### src/rtl/fios_pkg.sv
// Shared types for the FIOS result collector: word width, word type and FSM state.
package fios_pkg;
  localparam int WORD_W = 17;

  typedef logic [WORD_W-1:0] word_t;

  typedef enum logic {
    COLLECT = 1'b0,
    OUT     = 1'b1
  } state_t;
endpackage

### src/rtl/fios_word_sub.sv
// One WORD_W-bit subtract slice with borrow chain; shared across all words of a result.
module fios_word_sub
  import fios_pkg::*;
(
  input  word_t a_i,
  input  word_t b_i,
  input  logic  bin_i,
  output word_t diff_o,
  output logic  bout_o
);
  assign {bout_o, diff_o} = {1'b0, a_i} - {1'b0, b_i} - {{WORD_W{1'b0}}, bin_i};
endmodule

### src/rtl/fios_res_collector.sv
// Assembles the LSW-first FIOS RES stream and presents it on a valid/ready port.
// Optional macro FIOS_FINAL_SUB_EN adds the on-the-fly final subtraction R - p.
module fios_res_collector
  import fios_pkg::*;
#(
  parameter int s = 8
) (
  input  logic              clock_i,
  input  logic              reset_i,
  input  logic              res_valid_i,
  input  word_t             res_i,
  input  logic [s*17-1:0]   p_i,
  output logic [s*17-1:0]   result_o,
  output logic              result_valid_o,
  input  logic              result_ready_i,
  output logic              busy_o,
  output logic              drop_err_o
);
  localparam int W     = s * WORD_W;
  localparam int CNT_W = (s > 1) ? $clog2(s) : 1;
  localparam logic [CNT_W-1:0] LAST = CNT_W'(s - 1);

  // Handshake: the result transfers on a cycle where result_valid_o & result_ready_i;
  // result_o and result_valid_o are held stable until then.
  state_t           state_q;
  logic [CNT_W-1:0] cnt_q;
  logic [W-1:0]     r_q, r_d;
  logic [W-1:0]     result_q, result_d;
  logic             valid_q;
  logic             drop_q;
  logic             accept;

  // In OUT a word is only taken when the current result leaves in the same cycle.
  assign accept = res_valid_i && ((state_q == COLLECT) || result_ready_i);

  always_comb begin
    r_d = r_q;
    for (int k = 0; k < s; k++) begin
      if (cnt_q == CNT_W'(k)) r_d[k*WORD_W +: WORD_W] = res_i;
    end
  end

`ifdef FIOS_FINAL_SUB_EN
  logic [W-1:0] d_q, d_d;
  logic         borrow_q;
  word_t        p_word;
  word_t        diff;
  logic         bout;
  logic         sub_bin;

  always_comb begin
    p_word = '0;
    for (int k = 0; k < s; k++) begin
      if (cnt_q == CNT_W'(k)) p_word = p_i[k*WORD_W +: WORD_W];
    end
  end

  assign sub_bin = (cnt_q == '0) ? 1'b0 : borrow_q;

  fios_word_sub u_sub (
    .a_i    (res_i),
    .b_i    (p_word),
    .bin_i  (sub_bin),
    .diff_o (diff),
    .bout_o (bout)
  );

  always_comb begin
    d_d = d_q;
    for (int k = 0; k < s; k++) begin
      if (cnt_q == CNT_W'(k)) d_d[k*WORD_W +: WORD_W] = diff;
    end
  end

  // A final borrow means R < p, so the raw value is already reduced.
  assign result_d = bout ? r_d : d_d;

  always_ff @(posedge clock_i) begin
    if (reset_i) begin
      d_q      <= '0;
      borrow_q <= 1'b0;
    end else if (accept) begin
      d_q      <= d_d;
      borrow_q <= bout;
    end
  end
`else
  logic p_unused;
  assign p_unused = ^p_i;
  assign result_d = r_d;
`endif

  always_ff @(posedge clock_i) begin
    if (reset_i) begin
      state_q  <= COLLECT;
      cnt_q    <= '0;
      r_q      <= '0;
      result_q <= '0;
      valid_q  <= 1'b0;
      drop_q   <= 1'b0;
    end else begin
      if (res_valid_i && !accept) drop_q <= 1'b1;
      if (accept) begin
        r_q   <= r_d;
        cnt_q <= (cnt_q == LAST) ? '0 : cnt_q + CNT_W'(1);
      end
      case (state_q)
        COLLECT: begin
          if (accept && (cnt_q == LAST)) begin
            state_q  <= OUT;
            valid_q  <= 1'b1;
            result_q <= result_d;
          end
        end
        OUT: begin
          if (result_ready_i) begin
            state_q <= COLLECT;
            valid_q <= 1'b0;
          end
        end
        default: state_q <= COLLECT;
      endcase
    end
  end

  assign result_o       = result_q;
  assign result_valid_o = valid_q;
  assign busy_o         = (state_q == COLLECT) && (cnt_q != '0);
  assign drop_err_o     = drop_q;
endmodule

### config.mk
export PLATFORM = sky130hd
export DESIGN_NAME = fios_res_collector
export DESIGN_NICKNAME = d
export VERILOG_FILES = /design/src/rtl/fios_pkg.sv /design/src/rtl/fios_word_sub.sv /design/src/rtl/fios_res_collector.sv
export SDC_FILE = /design/constraint.sdc
export NUM_CORES = 1
export LEC_CHECK = 0
export ABC_AREA = 0
export CAP_MARGIN = 20
export CELL_PAD_IN_SITES_DETAIL_PLACEMENT = 0
export CELL_PAD_IN_SITES_GLOBAL_PLACEMENT = 1
export CORE_MARGIN = 2
export CORE_UTILIZATION = 37
export CTS_BUF_LIST = sky130_fd_sc_hd__clkbuf_8
export CTS_CLUSTER_DIAMETER = 50
export DETAILED_ROUTE_END_ITERATION = 8
export GPL_ROUTABILITY_DRIVEN = 1
export PLACE_DENSITY_LB_ADDON = 0.05
export SYNTH_ARGS = -nofsm -noshare
export SYNTH_HDL_FRONTEND = slang
export SYNTH_HIERARCHICAL = 1
export SYNTH_SLANG_ARGS = --single-unit
### constraint.sdc
create_clock -name clock_i -period 2.35 [get_ports clock_i]
set_input_delay 0.705 -clock clock_i [delete_from_list [all_inputs] [get_ports clock_i]]
set_output_delay 0.705 -clock clock_i [all_outputs]
set_load 0.02 [all_outputs]
==> results.sh, run 1 <==
export IMPL_slew_viol_final=0
export IMPL_grt_pass1_wl_mm=53.3
export IMPL_hold_viol=0
export IMPL_r2r_start="cnt_q[2]$_SDFFE_PP0N_"
export IMPL_crit_path_end_kind="output pin"
export IMPL_ant_nets=0
export IMPL_remaining_drc_errors=0
export IMPL_rows=62
export IMPL_place_congestion=0.755
export IMPL_fp_coreArea_sq_um=28900
export IMPL_crit_buf_inv=1
export IMPL_routed_wirelength_mm=36.0
export IMPL_final_cell_area_sq_um=14400
export IMPL_worstSkewPairLatency_ns=0.55
export IMPL_synth_area_sq_um=11000
export IMPL_grtUsageMet1=0.335
export IMPL_cp_start_kind="register"
export IMPL_die_h_um=176
export IMPL_yosys_top_cells_area="dfxtp_1, mux2i_1, nand2b_1"
export IMPL_cp_top_family="buffers and inverters"
export IMPL_worst_slew_pin_slew_ns=0.736
export IMPL_max_freq_ghz=0.434
export IMPL_viasPerCell=5.06
export IMPL_irDropWorstVdd_v=0.000347
export IMPL_setup_worst_path_start="result_o[69]$_SDFFE_PP0P_"
export IMPL_grt_pass1_vias=8582
export IMPL_yosys_warnings=6
export IMPL_pwr_share_comb=0.091
export IMPL_slowest_stage="clkdlybuf4s50_1"
export IMPL_crit_cells=1
export IMPL_cts_sinks=261
export IMPL_swShare=0.250
export IMPL_worstPathMaxFanout=2
export IMPL_post_place_ws_ns=-0.00798
export IMPL_required_ns=1.64
export IMPL_grtUsageTotal=0.230
export IMPL_area_growth_pct=31.3
export IMPL_drt_first_pass_iters=7
export IMPL_initial_core_util=0.379
export IMPL_grt_util_met3=0.0342
export IMPL_hpwl_mm=24.1
export IMPL_reg2reg_to="result_o[61]$_SDFFE_PP0P_"
export IMPL_numCtsBuffers=46
export IMPL_synth_avg_cell_area_sq_um=9.50
export IMPL_final_layout_size_suffix_gt1_frac=0.138
export IMPL_worst_r2r_setup_slack_ns=0.30
export IMPL_drv_cap=0
export IMPL_antenna_found_initial=0
export IMPL_synth_top_area_share=0.477
export IMPL_power_switching_mw=2.39
export IMPL_grt_max_degree=94
export IMPL_critical_path_cell_chain="clkdlybuf4s50_1"
export IMPL_fin_crit_sh=0.980
export IMPL_fill_cells=2786
export IMPL_reg2reg_depth=6
export IMPL_fin_crit_ns=2.30
export IMPL_pwr_share_clk=0.437
export IMPL_worst_slack_ns=0.0480
export IMPL_crit_type="reg2out"
export IMPL_clk_pin_slew_ns=0.06
export IMPL_hold_class="reg2reg"
export IMPL_grt_ovfl_total=0
export IMPL_diodes=0
export IMPL_num_vias=8838
export IMPL_synth_seq_cells=261
export IMPL_relSlewSlack=0.509
export IMPL_num_io_pins=296
export IMPL_synth_distinct_cells=30
export IMPL_cellLeakagePower_nw=5.46
export IMPL_synth_top_cell_by_area="dfxtp_1"
export IMPL_power_mw=9.59
export IMPL_wl_per_cell_um=20.6
export IMPL_ys_seq_area_frac=0.477
export IMPL_seqPwrFrac=0.472
export IMPL_rsz0062_at_grt="no"
export IMPL_placed_cell_area_sq_um=13400
export IMPL_grtUsageMet2=0.361
export IMPL_cpPeakStageDelay_ns=0.64
export IMPL_cts_tree="done"
export IMPL_setup_viol=0
export IMPL_clockBufferDepth=3
export IMPL_ctsHoldBuffers=0
export IMPL_syn_inst=1153
export IMPL_grt_busiest_layer="met2"
export IMPL_final_net_count=1496
export IMPL_port_buffers=159
export IMPL_worstPathArrival_ns=1.60
export IMPL_die_area_sq_um=31000
export IMPL_synth_net_count=1316
export IMPL_ctsRootBufferMaster="clkbuf_8"
export IMPL_htree_levels=2
export IMPL_drt_initial_drc_count=596
export IMPL_status="finished clean"
export IMPL_endpoint="result_o[69]"
export IMPL_powerDensity_nw_per_um2=666
export IMPL_p_int_mw=7.19
export IMPL_clock_skew_ns=0.00985
export IMPL_die_x_um=176
layout by cell type (no fill, tap or decap), types with 2 or more instances in the layout:
master	n
a211oi_1	69
a21oi_1	22
a311oi_1	52
buf_12	19
buf_4	89
buf_6	2
clkbuf_8	63
clkdlybuf4s50_1	157
dfxtp_1	259
dfxtp_2	2
ha_1	5
inv_1	19
mux2i_1	187
nand2_1	85
nand2_2	3
nand2b_1	136
nand3_1	56
nor2_1	121
nor2b_2	2
o21ai_0	2
or3_1	2
worst reg2reg max path, stage by stage, from the launching register on:
cell and delay, ns:
dfxtp_2 0.33, buf_4 0.57, inv_1 0.11, ha_1 0.24, buf_4 0.24, mux2i_1 0.21
a211oi_1 0.26
worst min path at each step:
stage / start / endpoint / slack (ns) / cells after the start
floorplan: r_q[91]$_SDFFE_PP0N_ / r_q[91]$_SDFFE_PP0N_ / 0.45 / 2
global placement: result_o[133]$_SDFFE_PP0P_ / result_o[133]$_SDFFE_PP0P_ / 0.45 / 2
detailed placement: result_o[134]$_SDFFE_PP0P_ / result_o[134]$_SDFFE_PP0P_ / 0.45 / 2
CTS: result_o[134]$_SDFFE_PP0P_ / result_o[134]$_SDFFE_PP0P_ / 0.46 / 2
global route: result_o[135]$_SDFFE_PP0P_ / result_o[135]$_SDFFE_PP0P_ / 0.47 / 2
finish: result_o[135]$_SDFFE_PP0P_ / result_o[135]$_SDFFE_PP0P_ / 0.45 / 2
registers in the layout, indices dropped and copies added, names as in the netlist:
signal	flops
cnt_q	3
drop_err_o	1
r_q	119
result_o	136
result_valid_o	1
state_q	1
metal layers:
layer | vias up | part of all wire
li1 | 4335 | -
met1 | 4214 | 0.49
met2 | 237 | 0.44
met3 | 52 | 0.050
met4 | 0 | 0.016
met5 | - | 0
per-stage QoR:
stage / hold slack, ns / setup TNS (ns) / instances / utilization
after global routing: 0.471 / 0 / 1748 / 0.497
after global placement: 0.447 / 0 / 1669 / 0.465
after detailed placement: 0.448 / -0.00798 / 1669 / 0.465
after floorplan: 0.448 / 0 / 1153 / -
final: 0.452 / 0 / 1748 / 0.497
after CTS: 0.456 / 0 / 1748 / 0.497
cells in the mapped netlist:
library cell    n
a21oi_1        22
dfxtp_1       261
nor2b_1         2
o21ai_0         2
nor2_1        122
buf_6           2
mux2i_1       187
or3_4           1
nand2_2         3
nand2_1        85
buf_1          13
inv_1           4
or3_1           2
and2b_1         1
a311oi_1       52
nand3_1        56
nand2b_1      136
buf_8           1
buf_2          31
or2b_1          1
nor3_1          1
or4_1           1
nor3_2          1
buf_4          19
clkbuf_1       69
nor2b_4         1
and3b_1         1
nand3b_1        1
a211oi_1       69
ha_1            6
cells by family (layout without fill, tap and decap cells):
| family | Yosys count | after routing | synth area share |
|---|---|---|---|
| buf+inv | 139 | 350 | 0.0601 |
| fa+ha+maj | 6 | 6 | 0.00685 |
| compound gates | 145 | 145 | 0.0998 |
| flops | 261 | 261 | 0.477 |
| simple gates | 415 | 415 | 0.185 |
| mux | 187 | 187 | 0.171 |
power groups by stage:
stage	clock network (mW)	registers, mW	logic (mW)
floorplan	0	4.62	0.470
global placement	0	4.62	0.870
detailed placement	0	4.62	0.869
CTS	4.29	4.52	0.877
global route	4.49	4.53	0.920
finish	4.19	4.52	0.873
final cells by class:
cell class / count / area, sq um / share of cell area
sequential: 261 / 5230 / 0.363
multi-input combinational: 753 / 5090 / 0.354
timing repair buffer: 267 / 2640 / 0.184
clock buffer: 63 / 867 / 0.0603
tap: 384 / 480 / 0.0334
clock inverter: 16 / 61.3 / 0.00426
inverter: 4 / 15.0 / 0.00104
timing repair:
item / CTS / global route
gates resized for setup: 10 / 1
buffers inserted: 0 / 0
setup endpoints to repair: 1 / 1
pin swaps: 1 / 1
(Power assumes the default switching activity.)
==> run 2: changes to the inputs <==
- SYNTH_HIERARCHICAL: 1 -> default
==> results of run 2 <==
Final layout, timing and power as in run 1 (identical DEF).
Main changes from that run: Yosys warning count 6 -> 0
